[config.mk]
export PLATFORM = sky130hd
export DESIGN_NAME = conv_frame_loader_flat
export DESIGN_NICKNAME = d
export VERILOG_FILES = /design/src/rtl/conv_frame_loader_if.sv /design/src/rtl/conv_frame_loader.sv /design/src/flat_wrapper.sv
export SDC_FILE = /design/constraint.sdc
export NUM_CORES = 1
export LEC_CHECK = 0
export CORE_MARGIN = 2
export CORE_UTILIZATION = 50
export DETAILED_ROUTE_END_ITERATION = 10
export GPL_ROUTABILITY_DRIVEN = 0
export GPL_TIMING_DRIVEN = 0
export PLACE_DENSITY_LB_ADDON = 0.12
export SYNTH_ARGS = -nofsm -noshare
export SYNTH_HDL_FRONTEND = slang
export SYNTH_SLANG_ARGS = --single-unit
[constraint.sdc]
create_clock -name clk -period 3.55 [get_ports clk]
set_input_delay 0.355 -clock clk [delete_from_list [all_inputs] [get_ports clk]]
set_output_delay 0.355 -clock clk [all_outputs]
set_load 0.01 [all_outputs]
[src/rtl/conv_frame_loader_if.sv]
// Sample-stream / frame handshake bundle for conv_frame_loader.
// master = upstream/downstream environment, slave = the loader itself.
interface conv_frame_loader_if #(
    parameter int W = 4,
    parameter int N = 8
);
    logic           flush;
    logic           in_valid;
    logic [W-1:0]   in_data;
    logic           in_ready;
    logic           frame_ack;
    logic           frame_valid;
    logic [N*W-1:0] x_flat;
    logic [N*W-1:0] h_flat;
    logic           busy;

    modport master (
        output flush, in_valid, in_data, frame_ack,
        input  in_ready, frame_valid, x_flat, h_flat, busy
    );

    modport slave (
        input  flush, in_valid, in_data, frame_ack,
        output in_ready, frame_valid, x_flat, h_flat, busy
    );
endinterface

[src/rtl/conv_frame_loader.sv]
// Collects N x samples then N h samples into flat frame registers for a convolver.
// Optional CONV_LOADER_CHKSUM_EN adds an 8-bit mod-256 checksum output of the frame.
//
// state  | meaning
// LOAD_X | accepting x[0..N-1]
// LOAD_H | accepting h[0..N-1]
// HOLD   | frame complete, waiting for frame_ack
module conv_frame_loader #(
    parameter int W = 4,
    parameter int N = 8
) (
    input  logic                clk,
    input  logic                rst,
    conv_frame_loader_if.slave  bus
`ifdef CONV_LOADER_CHKSUM_EN
    ,
    output logic [7:0]          chksum
`endif
);
    localparam int IW = (N > 1) ? $clog2(N) : 1;

    typedef enum logic [1:0] {
        LOAD_X = 2'd0,
        LOAD_H = 2'd1,
        HOLD   = 2'd2
    } state_t;

    state_t                 state_q;
    logic [IW-1:0]          idx_q;
    logic [N-1:0][W-1:0]    x_q;
    logic [N-1:0][W-1:0]    h_q;
    logic                   frame_valid_q;
    logic                   in_ready_q;
    logic                   busy_q;
    logic                   accept;
    logic                   last_idx;

    assign accept   = bus.in_valid && in_ready_q;
    assign last_idx = (idx_q == IW'(N - 1));

    always_ff @(posedge clk or posedge rst) begin
        if (rst) begin
            state_q       <= LOAD_X;
            idx_q         <= '0;
            x_q           <= '0;
            h_q           <= '0;
            frame_valid_q <= 1'b0;
            in_ready_q    <= 1'b1;
            busy_q        <= 1'b0;
        end else if (bus.flush) begin
            // Abort wins over accept/ack; sample arrays are deliberately left alone.
            state_q       <= LOAD_X;
            idx_q         <= '0;
            frame_valid_q <= 1'b0;
            in_ready_q    <= 1'b1;
            busy_q        <= 1'b0;
        end else begin
            case (state_q)
                LOAD_X: begin
                    if (accept) begin
                        x_q[idx_q] <= bus.in_data;
                        busy_q     <= 1'b1;
                        if (last_idx) begin
                            state_q <= LOAD_H;
                            idx_q   <= '0;
                        end else begin
                            idx_q <= idx_q + 1'b1;
                        end
                    end
                end
                LOAD_H: begin
                    if (accept) begin
                        h_q[idx_q] <= bus.in_data;
                        if (last_idx) begin
                            state_q       <= HOLD;
                            idx_q         <= '0;
                            frame_valid_q <= 1'b1;
                            in_ready_q    <= 1'b0;
                            busy_q        <= 1'b0;
                        end else begin
                            idx_q  <= idx_q + 1'b1;
                            busy_q <= 1'b1;
                        end
                    end
                end
                HOLD: begin
                    if (bus.frame_ack) begin
                        state_q       <= LOAD_X;
                        frame_valid_q <= 1'b0;
                        in_ready_q    <= 1'b1;
                        busy_q        <= 1'b0;
                    end
                end
                default: begin
                    state_q       <= LOAD_X;
                    idx_q         <= '0;
                    frame_valid_q <= 1'b0;
                    in_ready_q    <= 1'b1;
                    busy_q        <= 1'b0;
                end
            endcase
        end
    end

    assign bus.in_ready    = in_ready_q;
    assign bus.frame_valid = frame_valid_q;
    assign bus.busy        = busy_q;
    assign bus.x_flat      = x_q;
    assign bus.h_flat      = h_q;

`ifdef CONV_LOADER_CHKSUM_EN
    logic [7:0] sum_q;

    // Cleared whenever a new frame starts so the sum covers exactly 2N samples.
    always_ff @(posedge clk or posedge rst) begin
        if (rst) begin
            sum_q <= '0;
        end else if (bus.flush) begin
            sum_q <= '0;
        end else if (accept) begin
            sum_q <= sum_q + 8'(bus.in_data);
        end else if (state_q == HOLD && bus.frame_ack) begin
            sum_q <= '0;
        end
    end

    assign chksum = sum_q;
`endif
endmodule

[src/flat_wrapper.sv]
// flat-port wrapper written by rule: the top's interface ports become plain ports
module conv_frame_loader_flat 
#(
    parameter int W = 4,
    parameter int N = 8
)
  (clk, rst, bus_flush, bus_in_valid, bus_in_data, bus_frame_ack, bus_in_ready, bus_frame_valid, bus_x_flat, bus_h_flat, bus_busy);
  conv_frame_loader_if #(.W(W), .N(N)) bus_i ();
  input  logic clk;
  input  logic rst;
  input wire logic [$bits(bus_i.flush)-1:0] bus_flush;
  input wire logic [$bits(bus_i.in_valid)-1:0] bus_in_valid;
  input wire logic [$bits(bus_i.in_data)-1:0] bus_in_data;
  input wire logic [$bits(bus_i.frame_ack)-1:0] bus_frame_ack;
  output wire logic [$bits(bus_i.in_ready)-1:0] bus_in_ready;
  output wire logic [$bits(bus_i.frame_valid)-1:0] bus_frame_valid;
  output wire logic [$bits(bus_i.x_flat)-1:0] bus_x_flat;
  output wire logic [$bits(bus_i.h_flat)-1:0] bus_h_flat;
  output wire logic [$bits(bus_i.busy)-1:0] bus_busy;
  assign bus_i.flush = bus_flush;
  assign bus_i.in_valid = bus_in_valid;
  assign bus_i.in_data = bus_in_data;
  assign bus_i.frame_ack = bus_frame_ack;
  assign bus_in_ready = bus_i.in_ready;
  assign bus_frame_valid = bus_i.frame_valid;
  assign bus_x_flat = bus_i.x_flat;
  assign bus_h_flat = bus_i.h_flat;
  assign bus_busy = bus_i.busy;
  conv_frame_loader #(.W(W), .N(N)) u_core (.clk(clk), .rst(rst), .bus(bus_i));
endmodule
==> results of run 1 <==
==> sequential cells by signal, indices dropped and copies added (netlist names) <==
signal and cells:
u_core.bus.busy 1, u_core.bus.frame_valid 1, u_core.bus.h_flat 32, u_core.bus.in_ready 1, u_core.bus.x_flat 32, u_core.idx_q 3, u_core.state_q 2
==> kinds of logic (layout without fill, tap and decap cells) <==
group / count (synthesis) / count (layout)
AND/OR/NAND/NOR: 43 / 43
AO/OA/AOI/OAI: 11 / 11
adder cells (fa/ha/maj): 3 / 3
flip-flops: 72 / 72
XOR/XNOR: 1 / 1
buffers and inverters: 10 / 101
multiplexers: 64 / 64
==> critical path: cells and delay by family <==
family	cells	cell delay, ns
buffers and inverters	2	0.75
multiplexers	1	0.36
AND/OR/NAND/NOR	2	0.54
==> placed cells by master, fill, tap and decap left out, types with 2 or more instances in the layout <==
cell type,netlist,routed
sky130_fd_sc_hd__dfrtp_1,71,71
sky130_fd_sc_hd__a21oi_1,5,5
sky130_fd_sc_hd__buf_4,2,2
sky130_fd_sc_hd__nand2_1,17,17
sky130_fd_sc_hd__and4bb_2,2,2
sky130_fd_sc_hd__clkinvlp_4,0,3
sky130_fd_sc_hd__ha_1,3,3
sky130_fd_sc_hd__buf_2,2,2
sky130_fd_sc_hd__clkbuf_1,5,5
sky130_fd_sc_hd__nor2_1,2,2
sky130_fd_sc_hd__clkbuf_8,0,10
sky130_fd_sc_hd__a31oi_1,2,2
sky130_fd_sc_hd__nor4b_4,2,2
sky130_fd_sc_hd__o211ai_1,2,2
sky130_fd_sc_hd__and2b_1,2,2
sky130_fd_sc_hd__bufinv_16,0,2
sky130_fd_sc_hd__nand3b_1,3,3
sky130_fd_sc_hd__clkdlybuf4s50_1,0,75
sky130_fd_sc_hd__nand3_1,3,3
sky130_fd_sc_hd__and4b_1,2,2
sky130_fd_sc_hd__mux2_2,64,64
==> layer usage <==
layer	up-vias	part of all wire [%]
met4	0	1.5
li1	909	-
met2	47	49
met1	985	45
met5	-	0
met3	10	4.6
==> power by group through the flow <==
stage | clock network [W] | logic (W) | registers (W)
2_1_floorplan | 0 | 0.0000825 | 0.000949
3_3_place_gp | 0 | 0.000256 | 0.000923
3_5_place_dp | 0 | 0.000260 | 0.000924
4_1_cts | 0.000752 | 0.000261 | 0.000909
5_1_grt | 0.000789 | 0.000276 | 0.000916
6_report | 0.000737 | 0.000257 | 0.000908
==> worst max path at each step <==
| stage | end | slack, ns | start |
|---|---|---|---|
| 6_report | u_core.bus.x_flat[24] | 1.76 | bus_flush |
| 5_1_grt | u_core.bus.busy | 1.69 | u_core.idx_q[0] |
| 4_1_cts | u_core.bus.x_flat[25] | 1.77 | bus_flush |
| 3_5_place_dp | u_core.bus.x_flat[25] | 1.40 | bus_flush |
| 3_3_place_gp | u_core.bus.frame_valid | 0.17 | rst |
| 2_1_floorplan | u_core.bus.busy | 1.37 | rst |
==> stage by stage <==
step	std cells	util (%)	power, W	setup WS, ns	instance area [um^2]
after floorplan	204	-	0.00103	1.37	2990
after global placement	354	65.6	0.00118	0.171	3840
after detailed placement	354	65.6	0.00118	1.40	3840
after CTS	370	69.5	0.00192	1.77	4070
after global routing	370	69.5	0.00198	1.69	4070
final	370	69.5	0.00190	1.76	4070
==> synthesized netlist by cell type (2+ instances only) <==
cell,count
sky130_fd_sc_hd__a31oi_1,2
sky130_fd_sc_hd__nand2_1,17
sky130_fd_sc_hd__a21oi_1,5
sky130_fd_sc_hd__buf_4,2
sky130_fd_sc_hd__and4b_1,2
sky130_fd_sc_hd__buf_2,2
sky130_fd_sc_hd__nand3_1,3
sky130_fd_sc_hd__nand3b_1,3
sky130_fd_sc_hd__mux2_2,64
sky130_fd_sc_hd__clkbuf_1,5
sky130_fd_sc_hd__o211ai_1,2
sky130_fd_sc_hd__nor4b_4,2
sky130_fd_sc_hd__ha_1,3
sky130_fd_sc_hd__and4bb_2,2
sky130_fd_sc_hd__nor2_1,2
sky130_fd_sc_hd__dfrtp_1,71
sky130_fd_sc_hd__and2b_1,2
==> area by class of cell <==
class	instances	area, um^2
Multi-Input combinational cell	122	1140
Fill cell	424	1780
Timing Repair Buffer	75	751
Tap cell	75	93.8
Clock buffer	10	138
Buffer	9	43.8
Inverter	1	6.26
Sequential cell	72	1800
Clock inverter	6	91.3
==> results.txt, run 1 <==
- The flow ran to the end, and the final reports show no timing, DRC or antenna violations.
* Share of the cycle needed by the critical path after routing: 50.3%
- In this run the most used layer during global routing was met2.
- Antenna-violating nets left: 0
* Detailed router's first-iteration violation count: 86
* Maximum number of pins on one net before global-route repair: 73
- For this design, the CTS-stage hold fixing added 0 buffers.
- Number of vias after detailed routing: 1951
- Traced cell by cell, the critical path runs through clkdlybuf4s50_1 > buf_4 > nor4_4 > and2b_1 > mux2_2.
- The synthesized netlist devotes 0.293% of its cell area to XOR and XNOR gates.
* Internal Pwr Total: 0.00144 W
- PwrDens: 468 nW/um^2
- TritonCTS created 9 clock buffers.
* Number of detailed-routing iterations run before antenna repair: 4
- After Yosys synthesis, full adders, half adders and majority gates account for 1.25% of the synthesized area.
- Leakage power of the design: 1.87 nW
- Endpoint of the worst-slack reg-to-reg timing path: u_core.bus.busy
- After synthesis, the cell types taking the most area are sky130_fd_sc_hd__dfrtp_1 (59%), sky130_fd_sc_hd__mux2_2 (24%), sky130_fd_sc_hd__nand2_1 (2.1%).
- The synthesized design contains 0 enable-type register cells.
* Core Footprint: 5850 um^2
- Part of the total power dissipated in sequential elements: 47.7%
- The top cell type by area accounts for 59.4% of the synthesized area.
- Met1 Track Usage GR: 28.5%
- Synthesis produced a netlist whose cell count is 204.
- Setup repair after global routing left no endpoint under its margin.
- IR analysis of the VDD net gives a maximum drop of 0.000361 V.
- The critical path is of the in2reg type.
- Clock tree from TritonCTS: built
- Worst R2R Setup Slack: 1.79 ns
* IO Port Bufs: 75
- Summing the areas of all and, or, nand and nor instances in the mapped netlist gives 10.3% of the synthesized area.
* Number of gates given a new drive strength after cts: 0
* Class of the worst hold path: reg2reg
* DRC violations left: 0
- Final critical path time including I/O delays and setup: 1.79 ns
* Aggregate global-route resource usage: 21.5%
- Mean area per synthesized cell: 14.7 um^2
* I/O Pins: 76
- For this configuration, the core starts out at a cell density of 51.1%.
* Startpoint type of the worst setup path: input port
- For the pin with the worst max-slew slack, the measured transition is 0.856 ns.
- Sw Pwr: 0.000458 W
- Along the worst hold path, the cell count comes to 1.
* Yosys warns: 0
- Req. time, crit path: 3.79 ns
- # clock sinks: 72
* Fin nets: 302
* Crit-path slowest cell: sky130_fd_sc_hd__clkdlybuf4s50_1
- After clock tree synthesis, the clock-pin slew on the worst setup and hold paths is 0.08 ns.
- Part of the Yosys area used for sequential elements: 60.3%
- Max_slew headroom: 42.9%
- Post-Route Hold Slack: 0.505 ns
* Total number of placement rows: 28
- Number of antenna violations at the first check in global routing: 0
- In this run the critical register-to-register path is launched from u_core.idx_q[0].
- By area, the combinational part of the netlist is dominated by multiplexers.
- Global-route track usage on met2: 33.2%
* Post-synthesis sequential element count: 72
- Once detailed placement completed, the half-perimeter wirelength came to 4290 um.
* Post-synthesis instance area: 2990 um^2
* Cell chosen for the clock root: sky130_fd_sc_hd__clkbuf_8
* Number of endpoints failing setup at the final stage: 0
- Number of vias per cell after detailed routing: 5.27
- Dividing the detail-routed wire length by the instance count gives 17.0 um.
- Die Y: 81.4 um
* Area of the die: 6620 um^2
- Grt ovf: 0
- Net switching is 24.1% of the power.
* Achievable Freq: 0.560 GHz
* Crit path largest cell delay: 0.52 ns
- The number of hold violations in the final report is 0.
- Area leader, netlist: sky130_fd_sc_hd__dfrtp_1
- Synth unique cells: 32
* Synth Area in Compound Gates: 2.17%
- For the worst setup path, the data arrival time is 2.02 ns.
* CP Max Fanout: 10
- Post-detailed-routing wire length: 6300 um
- The worst hold path terminates at u_core.bus.x_flat[28].
- Routing usage on met3: 6.11%
- Antenna diode count: 0
- The worst hold path begins at u_core.bus.x_flat[28].
- Setup TNS after final layout: 0 ns
* Fraction of power consumed by the clock network: 38.8%
- The tool flagged a number of max-cap violations equal to 0.
- Proportion of synthesized flip-flops having asynchronous set or reset: 100%
- In this run the deepest clock path goes through 2 buffers.
* # Post-CTS Setup Buffers: 0
- Post-synthesis mux area share: 24.1%
- Skew final: 0.00993 ns
- Ys flop type: sky130_fd_sc_hd__dfrtp_1
* R2R depth: 5
* Combinational power share: 13.5%
* Slew Limit Fails: 0
- Via count of the first global-routing pass: 2018
- From synthesis to final layout, the design area changed by 36.0%.
- Post-Syn Nets: 216
- H-Tree Depth: 3
* Die width: 81.4 um
- STA classifies the critical path endpoint as a flop.
* Share of final-layout standard cells stronger than drive strength 1: 31.9%
- The later pin in the worst-skew pair is clocked with a latency of 0.35 ns.
- The first global-routing pass estimated 10300 um of wire.
Note: power is estimated with default switching activity, not from simulation.
==> run 2, diff against run 1 <==
CORE_UTILIZATION = 44   (was 50)
clock period = 1.6 ns   (was 3.55 ns; I/O delays follow)
==> results.txt, run 2 (same netlist as run 1, synthesis figures left out) <==
* Grt ovf: 0 (unchanged)
* Worst R2R Setup Slack: -0.04 ns (was 1.79 ns)
* Number of endpoints failing setup at the final stage: 8 (was 0)
- Reg clk slew, reported paths: 0.07 ns (was 0.08 ns)
- The most common cell after layout, fill and taps aside was sky130_fd_sc_hd__clkdlybuf4s50_1 (unchanged).
- Req. time, crit path: 1.83 ns (was 3.79 ns)
- Design Power: 0.00425 W (was 0.00190 W)
- The aggregate routed wire length came to 6680 um (was 6300 um).
- The switching portion of total power is 23.3% (was 24.1%).
- The buffer cell driving the clock tree root is sky130_fd_sc_hd__clkbuf_8 (unchanged).
* Combinational power share: 14.0% (was 13.5%)
* Minimum setup slack after placement: -0.364 ns (was 1.40 ns)
- The number of max-slew violations in the final report is 0 (unchanged).
* Aggregate global-route resource usage: 18.3% (was 21.5%)
- The starting DRC count in detailed routing was 101 (was 86).
- Share of the cycle needed by the critical path after routing: 103%
* R2R depth: 4 (was 5)
- Die width: 86.5 um (was 81.4 um)
- Non-Filler Instances: 385 (was 370)
- Number of vias after detailed routing: 2019 (was 1951)
- The setup slack of the critical path after layout is -0.0416 ns (was 1.76 ns).
* Starting utilization of the core area: 44.8% (was 51.1%)
- The pin count of the biggest net entering global routing came to 40 (was 73).
- Endpoint of the worst-slack reg-to-reg timing path: u_core.bus.x_flat[29] (was u_core.bus.busy)
- Fin util: 64.6% (was 69.5%)
- The cell total after placement was 360 (was 354).
- The number of top-level pins is 76 (unchanged).
* # clock sinks: 72 (unchanged)
- The number of hold violations in the final report was 0 (unchanged).
* Die Y: 86.5 um (was 81.4 um)
- Startpoint of the worst register-to-register path: u_core.state_q[0] (was u_core.idx_q[0])
* Number of detailed-routing iterations run before antenna repair: 4 (unchanged)
* Skew final: 0.00649 ns (was 0.00993 ns)
* Fin nets: 313 (was 302)
* Clock tree from TritonCTS: built (unchanged)
* Failing checks: negative setup slack
- IO Port Bufs: 75 (unchanged)
* Routed wire per std cell: 17.3 um (was 17.0 um)
- The number of nets with antenna violations after detailed routing came to 0 (unchanged).
* Leakage power of the design: 1.96 nW (was 1.87 nW)
* Area of the die: 7470 um^2 (was 6620 um^2)
- The share of power burned in the clock network is 38.5% (was 38.8%).
- Number of antenna violations at the first check in global routing: 0 (unchanged)
* Syn-to-layout area delta: 44.3% (was 36.0%)
* DRC violations left: 0 (unchanged)
- The worst path arrival time came to 1.87 ns (was 2.02 ns).
- Antenna diode count: 0 (unchanged)
- Commonest cells after routing, fill and taps aside: sky130_fd_sc_hd__clkdlybuf4s50_1 (74), sky130_fd_sc_hd__dfrtp_1 (70), sky130_fd_sc_hd__mux2_2 (48) (was sky130_fd_sc_hd__clkdlybuf4s50_1 (75), sky130_fd_sc_hd__dfrtp_1 (71), sky130_fd_sc_hd__mux2_2 (64)).
- Internal Pwr Total: 0.00326 W (was 0.00144 W)
* Max VDD drop: 0.000630 V (was 0.000361 V)
- Critical Path End Type: flop (unchanged)
* Sw Pwr: 0.000989 W (was 0.000458 W)
- Setup repair after global routing missed its margin: true (was false)
- Global-route wire length before repair: 10400 um (was 10300 um)
- Final critical path time including I/O delays and setup: 1.64 ns
- Number of vias per cell after detailed routing: 5.24 (was 5.27)
- Startpoint type of the worst setup path: flop (was input port)
* Total number of placement rows: 30 (was 28)
- PwrDens: 984 nW/um^2 (was 468 nW/um^2)
- The share of total power in sequential cells came to 47.6% (was 47.7%).
- Final HPWL from detailed placement: 4420 um (was 4290 um)
- Max Cap Viol: 0 (unchanged)
- Core Footprint: 6680 um^2 (was 5850 um^2)
- The number of clock buffers inserted by TritonCTS is 9 (unchanged).
- Class of the worst hold path: in2async (was reg2reg)
- H-Tree Depth: 3 (unchanged)
- The largest buffer count on any clock path was 2 (unchanged).
* Via count of the first global-routing pass: 2025 (was 2018)
- The worst slew margin relative to its limit is 42.7% (was 42.9%).
- Clock latency reported for the late side of the worst-skew pair: 0.34 ns (was 0.35 ns)
- CP Max Fanout: 4 (was 10)
- Kind of critical path: reg2reg (was in2reg)
- The transition time at the pin with the least slew margin is 0.858 ns (was 0.856 ns).
* Run status: complete, but fails checks (was finished clean)
* Share of final-layout standard cells stronger than drive strength 1: 39.7% (was 31.9%)
- Achievable Freq: 0.609 GHz
run 2: cell count changes in the layout (fill, tap and decap cells not counted), moves of 3 or more:
cell                      previous run  this run
sky130_fd_sc_hd__mux2_2             64        48
sky130_fd_sc_hd__nand2_2             0         6
sky130_fd_sc_hd__buf_4               2        11
sky130_fd_sc_hd__mux2_4              0        16
sky130_fd_sc_hd__nand2_1            17        10
sky130_fd_sc_hd__buf_6               0         3
sky130_fd_sc_hd__ha_1                3         0
run 2: worst max path at each step:
stage | from | to | slack [ns] | depth (start not counted)
2_1_floorplan | u_core.idx_q[0] | u_core.bus.busy | 0.02 | 5
3_3_place_gp | rst | u_core.idx_q[0] | -0.36 | 2
3_5_place_dp | bus_flush | u_core.bus.x_flat[24] | -0.36 | 5
4_1_cts | u_core.state_q[0] | u_core.bus.x_flat[27] | -0.02 | 4
5_1_grt | u_core.state_q[1] | u_core.bus.x_flat[24] | -0.11 | 4
6_report | u_core.state_q[0] | u_core.bus.x_flat[29] | -0.04 | 4
run 2: routing by layer:
metal  share of wire [%]  track usage [%]  up-vias
met5                   0                0        -
met4                 2.0             6.96        0
met3                 4.9             6.00       13
met2                  49             28.7       46
met1                  44             23.8     1035
li1                    -                -      925
run 2: worst max-delay path: stages, from the launching register on:
cell and delay, ns:
sky130_fd_sc_hd__dfrtp_1 0.40, sky130_fd_sc_hd__buf_6 0.14, sky130_fd_sc_hd__nor4b_4 0.39, sky130_fd_sc_hd__and2b_2 0.29, sky130_fd_sc_hd__mux2_4 0.31
run 2: power by group through the flow:
| stage | combinational (W) | sequential [W] | clock, W |
|---|---|---|---|
| finish | 0.000593 | 0.00202 | 0.00163 |
| global route | 0.000637 | 0.00204 | 0.00176 |
| CTS | 0.000589 | 0.00202 | 0.00167 |
| detailed placement | 0.000583 | 0.00205 | 0 |
| global placement | 0.000568 | 0.00205 | 0 |
| floorplan | 0.000184 | 0.00211 | 0 |
run 2: timing repair:
| action | CTS | global route |
|---|---|---|
| endpoints found under the hold margin | 0 | 0 |
| pin swaps | 5 | 4 |
| buffers inserted | 7 | 3 |
| resized for setup | 11 | 31 |
| setup endpoints to repair | 45 | 56 |
| hold buffers | 0 | 0 |
run 2: through the flow:
step,setup TNS [ns],instance area (um^2),hold WS [ns]
after floorplan,0,3000,0.310
after global placement,-29.74,3850,0.486
after detailed placement,-12.04,3870,0.492
after CTS,-0.116,4190,0.343
after global routing,-2.09,4320,0.387
final,-0.229,4320,0.320
run 2: layout make-up:
class,count,area (um^2)
Multi-Input combinational cell,122,1270
Inverter,1,7.51
Tap cell,80,100
Timing Repair Buffer,86,848
Buffer,9,60.1
Fill cell,539,2360
Clock buffer,11,151
Sequential cell,72,1800
Clock inverter,4,76.3
